==> config.mk <==
export PLATFORM = sky130hd
export DESIGN_NAME = rvc_asap_5pl_fpga_in_sync
export DESIGN_NICKNAME = d
export VERILOG_FILES = /design/src/rtl/rvc_asap_5pl_fpga_in_sync.sv
export SDC_FILE = /design/constraint.sdc
export NUM_CORES = 1
export LEC_CHECK = 0
export ABC_AREA = 1
export CORE_MARGIN = 5
export CORE_UTILIZATION = 57
export CTS_CLUSTER_DIAMETER = 100
export CTS_CLUSTER_SIZE = 16
export DETAILED_ROUTE_END_ITERATION = 8
export GPL_TIMING_DRIVEN = 0
export PLACE_DENSITY_LB_ADDON = 0.25
export SETUP_SLACK_MARGIN = 0.02
export SLEW_MARGIN = 5
export SYNTH_ARGS = -nofsm -noshare
export SYNTH_HDL_FRONTEND = slang
export SYNTH_SLANG_ARGS = --single-unit
export TNS_END_PERCENT = 50
==> constraint.sdc <==
create_clock -name Clock -period 1.45 [get_ports Clock]
set_input_delay 0.29 -clock Clock [delete_from_list [all_inputs] [get_ports Clock]]
set_output_delay 0.29 -clock Clock [all_outputs]
set_load 0.02 [all_outputs]
==> src/rtl/rvc_asap_5pl_fpga_in_sync.sv <==
// Board input conditioning for the CR memory: polarity fix, 2-flop sync,
// per-channel debounce, and registered press/change pulses.
module rvc_asap_5pl_fpga_in_sync #(
  parameter int unsigned DEBOUNCE_CYCLES   = 500000,
  parameter bit          BUTTON_ACTIVE_LOW = 1'b1,
  parameter bit          SWITCH_ACTIVE_LOW = 1'b0
) (
  input  logic       Clock,
  input  logic       Rst,
  input  logic       RawButton_0,
  input  logic       RawButton_1,
  input  logic [9:0] RawSwitch,
  output logic       Button_0,
  output logic       Button_1,
  output logic [9:0] Switch,
  output logic       Button_0_Press,
  output logic       Button_1_Press,
  output logic       Switch_Chg
);

  localparam int CW = $clog2(DEBOUNCE_CYCLES + 1);
  localparam logic [CW-1:0] CNT_MAX = CW'(DEBOUNCE_CYCLES - 1);
  localparam logic [CW-1:0] CNT_ONE = CW'(1);

  logic [11:0]   raw;
  logic [11:0]   sync1;
  logic [11:0]   sync2;
  logic [11:0]   stable;
  logic [11:0]   commit;
  logic [CW-1:0] cnt [12];
  logic          btn0_press;
  logic          btn1_press;
  logic          sw_chg;

  // Channels 0/1 are buttons, 2..11 are switch bits, all logical-high.
  assign raw = {RawSwitch ^ {10{SWITCH_ACTIVE_LOW}},
                RawButton_1 ^ BUTTON_ACTIVE_LOW,
                RawButton_0 ^ BUTTON_ACTIVE_LOW};

  always_comb begin
    commit = '0;
    for (int i = 0; i < 12; i++) begin
      commit[i] = (sync2[i] != stable[i]) && (cnt[i] == CNT_MAX);
    end
  end

  always_ff @(posedge Clock or negedge Rst) begin
    if (!Rst) begin
      sync1      <= '0;
      sync2      <= '0;
      stable     <= '0;
      btn0_press <= 1'b0;
      btn1_press <= 1'b0;
      sw_chg     <= 1'b0;
      for (int i = 0; i < 12; i++) begin
        cnt[i] <= '0;
      end
    end else begin
      sync1 <= raw;
      sync2 <= sync1;
      for (int i = 0; i < 12; i++) begin
        if (sync2[i] == stable[i]) begin
          cnt[i] <= '0;
        end else if (commit[i]) begin
          stable[i] <= sync2[i];
          cnt[i]    <= '0;
        end else begin
          cnt[i] <= cnt[i] + CNT_ONE;
        end
      end
      btn0_press <= commit[0] & sync2[0];
      btn1_press <= commit[1] & sync2[1];
      sw_chg     <= |commit[11:2];
    end
  end

  assign Button_0       = stable[0];
  assign Button_1       = stable[1];
  assign Switch         = stable[11:2];
  assign Button_0_Press = btn0_press;
  assign Button_1_Press = btn1_press;
  assign Switch_Chg     = sw_chg;

endmodule

==> impl_metrics.env <==
export IMPL_status="finished with violations"
export IMPL_violations_in_the_final_reports="negative setup slack"
export IMPL_worst_hold_path_type="primary input to flip-flop"
export IMPL_antenna_violations_before_repair=0
export IMPL_wl_mm=30.2
export IMPL_mappedNetlistNets=1856
export IMPL_power_leakage_nw=7.14
export IMPL_final_min_period_over_clock_period_pct=103
export IMPL_finalHoldViolations=0
export IMPL_path_max_fanout=5
export IMPL_grt_first_pass_wirelength_mm=50.2
export IMPL_async_reset_ff_share_pct=100
export IMPL_final_cells=2266
export IMPL_netlist_cell_type_count=34
export IMPL_viasPerCell=5.24
export IMPL_slew_viol_final=0
export IMPL_clock_root_cell="sky130_fd_sc_hd__clkbuf_16"
export IMPL_gr_usage_all_layers_pct=20.4
export IMPL_max_clock_path_buffers=3
export IMPL_cell_area_after_placement_um2=14700
export IMPL_grt_start_max_net_pins=96
export IMPL_critPathArrivalTime_ns=1.88
export IMPL_crit_path_start_kind="flip-flop"
export IMPL_clkLatencyLatePin_ns=0.50
export IMPL_fp_coreArea_um2=24200
export IMPL_cts_buffers=20
export IMPL_finalSetupViolations=10
export IMPL_numPortBuffers=28
export IMPL_clock_sink_count=267
export IMPL_fillerInstances=1916
export IMPL_critPathCaptureType="flip-flop"
export IMPL_fraction_of_layout_cells_with_a_size_suffix_above_1_pct=18.7
export IMPL_detailedRoute_firstPassIterationCount=5
export IMPL_start_util_pct=57.7
export IMPL_synthesis_area_per_instance_um2=7.64
export IMPL_placement_setup_worst_slack_ns=-0.292
export IMPL_antenna_violating_nets_left=0
export IMPL_post_synth_inst_count=1830
export IMPL_num_io_pins=29
export IMPL_drc_errors=0
export IMPL_max_cap_viol_count=0
export IMPL_finalInstanceArea_um2=16800
export IMPL_die_width_um=167
export IMPL_routed_via_count=11900
export IMPL_antennaDiodeCount=0
export IMPL_synth_seq_area_share_pct=47.8
export IMPL_die_outline_area_um2=27800
export IMPL_synthToLayoutAreaGrowth_pct=20.4
export IMPL_synth_edf_count=0
export IMPL_dieHeight_um=167
export IMPL_worst_setup_path_type="flip-flop to flip-flop"
export IMPL_vias_in_the_first_global_route=11400
export IMPL_power_ir_vdd_worst_uv=1040
export IMPL_final_critical_path_time_including_i_o_delays_and_setup_ns=1.49
export IMPL_global_route_overflow_total=0
export IMPL_grt_setup_unrepaired="true"
export IMPL_number_of_placed_instances_taps_included=2184
export IMPL_timing_clock_skew_ns=0.00977
export IMPL_row_count=57
export IMPL_worstMarginPinSlew_ns=0.549
export IMPL_post_synth_instance_area_um2=14000
export IMPL_ctsHtreeMaxLevel=1
export IMPL_num_nets_final=1968
export IMPL_detail_route_iter0_violations=764
export IMPL_yosys_warnings=0
export IMPL_postSynthRegisterBits=267
export IMPL_finalWorstSetupSlack_ns=-0.0411
export IMPL_yosys_most_used_dff="sky130_fd_sc_hd__dfrtp_1"
export IMPL_cts_tree="done"
export IMPL_power_density_cell_area_nw_per_um2=798
export IMPL_achievable_frequency_mhz=671
export IMPL_gp_congestion=0.913
export IMPL_post_layout_total_power_mw=13.4
export IMPL_clk_transition_reported_paths_ns=0.07
export IMPL_dp_hpwl_mm=19.1
export IMPL_data_required_critical_path_ns=1.84
export IMPL_routed_wire_length_per_instance_um=13.3
export IMPL_worst_slew_margin_pct=63.4
## where the power goes
group          internal [mW]  leakage [nW]  total (mW)  switching [mW]
Combinational          0.260          3.26       0.685           0.426
Sequential              7.56          3.62        7.67           0.112
Clock                   2.57         0.259        5.09            2.52
## per-layer routing
| layer | track usage, % | wire length, um | vias up |
|---|---|---|---|
| met5 | 0 | 0 | - |
| li1 | - | - | 5939 |
| met1 | 27.0 | 13200 | 5680 |
| met4 | 4.41 | 653 | 0 |
| met3 | 2.80 | 1020 | 49 |
| met2 | 36.2 | 15300 | 213 |
## flip-flops by register name, indices dropped and copies added (netlist names)
signal and flops:
sync1 12, Button_0_Press 1, Switch_Chg 1, cnt 228, Button_1_Press 1, sync2 12, stable 12
## area by class of cell
type / count / area, um^2 / area share, %
tap: 324 / 405 / 2.41
multi-input combinational: 1314 / 7450 / 44.2
sequential: 267 / 6700 / 39.8
clock buffer: 21 / 526 / 3.12
clock inverter: 1 / 7.51 / 0.0446
inverter: 239 / 917 / 5.44
buffer: 11 / 77.6 / 0.461
timing repair buffer: 89 / 761 / 4.52
## worst paths after layout
kind                                    start             endpoint  slack, ns  cells past startpoint
hold reg to reg            sync1[0]$_DFF_PN0_   sync2[0]$_DFF_PN0_       0.35                      0
setup reg to reg            cnt[19]$_DFF_PN0_    cnt[22]$_DFF_PN0_      -0.04                      9
max in group asynchronous                 Rst     cnt[9]$_DFF_PN0_       0.24                      3
hold / removal                   RawSwitch[9]  sync1[11]$_DFF_PN0_       0.22                      1
min in group asynchronous                 Rst   cnt[133]$_DFF_PN0_       0.32                      2
setup / recovery            cnt[19]$_DFF_PN0_    cnt[22]$_DFF_PN0_      -0.04                      9
## cells in the final DEF, fill, tap and decap left out, types with 12 or more instances in the layout
| master | netlist | layout |
|---|---|---|
| sky130_fd_sc_hd__clkbuf_16 | 0 | 21 |
| sky130_fd_sc_hd__nand2_2 | 16 | 38 |
| sky130_fd_sc_hd__nor3_1 | 70 | 60 |
| sky130_fd_sc_hd__buf_4 | 0 | 57 |
| sky130_fd_sc_hd__xnor2_1 | 14 | 13 |
| sky130_fd_sc_hd__clkdlybuf4s50_1 | 0 | 12 |
| sky130_fd_sc_hd__dfrtp_2 | 0 | 16 |
| sky130_fd_sc_hd__nand4_1 | 48 | 48 |
| sky130_fd_sc_hd__dfrtp_1 | 267 | 251 |
| sky130_fd_sc_hd__nor2_1 | 439 | 383 |
| sky130_fd_sc_hd__buf_2 | 5 | 15 |
| sky130_fd_sc_hd__nor2_2 | 29 | 42 |
| sky130_fd_sc_hd__nand2_4 | 0 | 17 |
| sky130_fd_sc_hd__nand3_1 | 114 | 89 |
| sky130_fd_sc_hd__inv_1 | 235 | 221 |
| sky130_fd_sc_hd__inv_2 | 4 | 13 |
| sky130_fd_sc_hd__xor2_1 | 92 | 91 |
| sky130_fd_sc_hd__nand2_1 | 372 | 331 |
| sky130_fd_sc_hd__nor3b_1 | 13 | 13 |
| sky130_fd_sc_hd__o21ai_0 | 20 | 14 |
| sky130_fd_sc_hd__a21oi_1 | 26 | 25 |
| sky130_fd_sc_hd__nor2_4 | 6 | 49 |
| sky130_fd_sc_hd__nand3_2 | 4 | 15 |
| sky130_fd_sc_hd__nand3_4 | 0 | 14 |
## cells by family (layout without fill, tap and decap cells)
group / Yosys count / count (layout) / synth area share, %
AOI/OAI and AO/OA: 65 / 66 / 2.62
xor gates and xnor gates: 108 / 108 / 6.87
adders and majority gates: 12 / 12 / 1.07
buffers and inverters: 250 / 361 / 6.76
DFF: 267 / 267 / 47.8
and+or+nand+nor: 1128 / 1128 / 34.9
## synth_stat cells, types with 10 or more instances
| master | instances | area [um^2] |
|---|---|---|
| sky130_fd_sc_hd__nor2_2 | 29 | 181 |
| sky130_fd_sc_hd__o21ai_0 | 20 | 100 |
| sky130_fd_sc_hd__ha_1 | 12 | 150 |
| sky130_fd_sc_hd__xnor2_1 | 14 | 123 |
| sky130_fd_sc_hd__nor3b_1 | 13 | 97.6 |
| sky130_fd_sc_hd__nand2_1 | 372 | 1400 |
| sky130_fd_sc_hd__nor3_1 | 70 | 350 |
| sky130_fd_sc_hd__nand3_1 | 114 | 571 |
| sky130_fd_sc_hd__xor2_1 | 92 | 806 |
| sky130_fd_sc_hd__a21oi_1 | 26 | 130 |
| sky130_fd_sc_hd__nand2_2 | 16 | 100 |
| sky130_fd_sc_hd__dfrtp_1 | 267 | 6680 |
| sky130_fd_sc_hd__inv_1 | 235 | 882 |
| sky130_fd_sc_hd__and3_1 | 10 | 62.6 |
| sky130_fd_sc_hd__nand4_1 | 48 | 300 |
| sky130_fd_sc_hd__nor2_1 | 439 | 1650 |
## per-stage QoR
stage	setup TNS [ns]	hold slack, ns	utilization (%)
detailed placement	-18.23	0.336	60.8
global route	-4.22	0.198	69.5
global placement	-3029.44	0.333	60.5
floorplan	0	-0.00559	-
CTS	-0.0114	0.200	64.9
finish	-0.271	0.217	69.5
## critical path, cell delays in order (launching register included)
cell	delay, ns
sky130_fd_sc_hd__dfrtp_1	0.39
sky130_fd_sc_hd__ha_2	0.23
sky130_fd_sc_hd__nand2_4	0.07
sky130_fd_sc_hd__nor2_4	0.12
sky130_fd_sc_hd__nand2_4	0.09
sky130_fd_sc_hd__nor2_4	0.15
sky130_fd_sc_hd__a21oi_2	0.08
sky130_fd_sc_hd__buf_4	0.15
sky130_fd_sc_hd__inv_6	0.07
sky130_fd_sc_hd__nor2_2	0.03
## timing repair
action                     in CTS  in global routing
resized for setup             165                220
setup buffers                  10                 48
setup endpoints to repair     160                274
hold endpoints to repair       93                  0
pin swaps                      22                 91
gates cloned                    1                  0
hold buffers                    1                  0
Power figures use the tool's default switching activity.
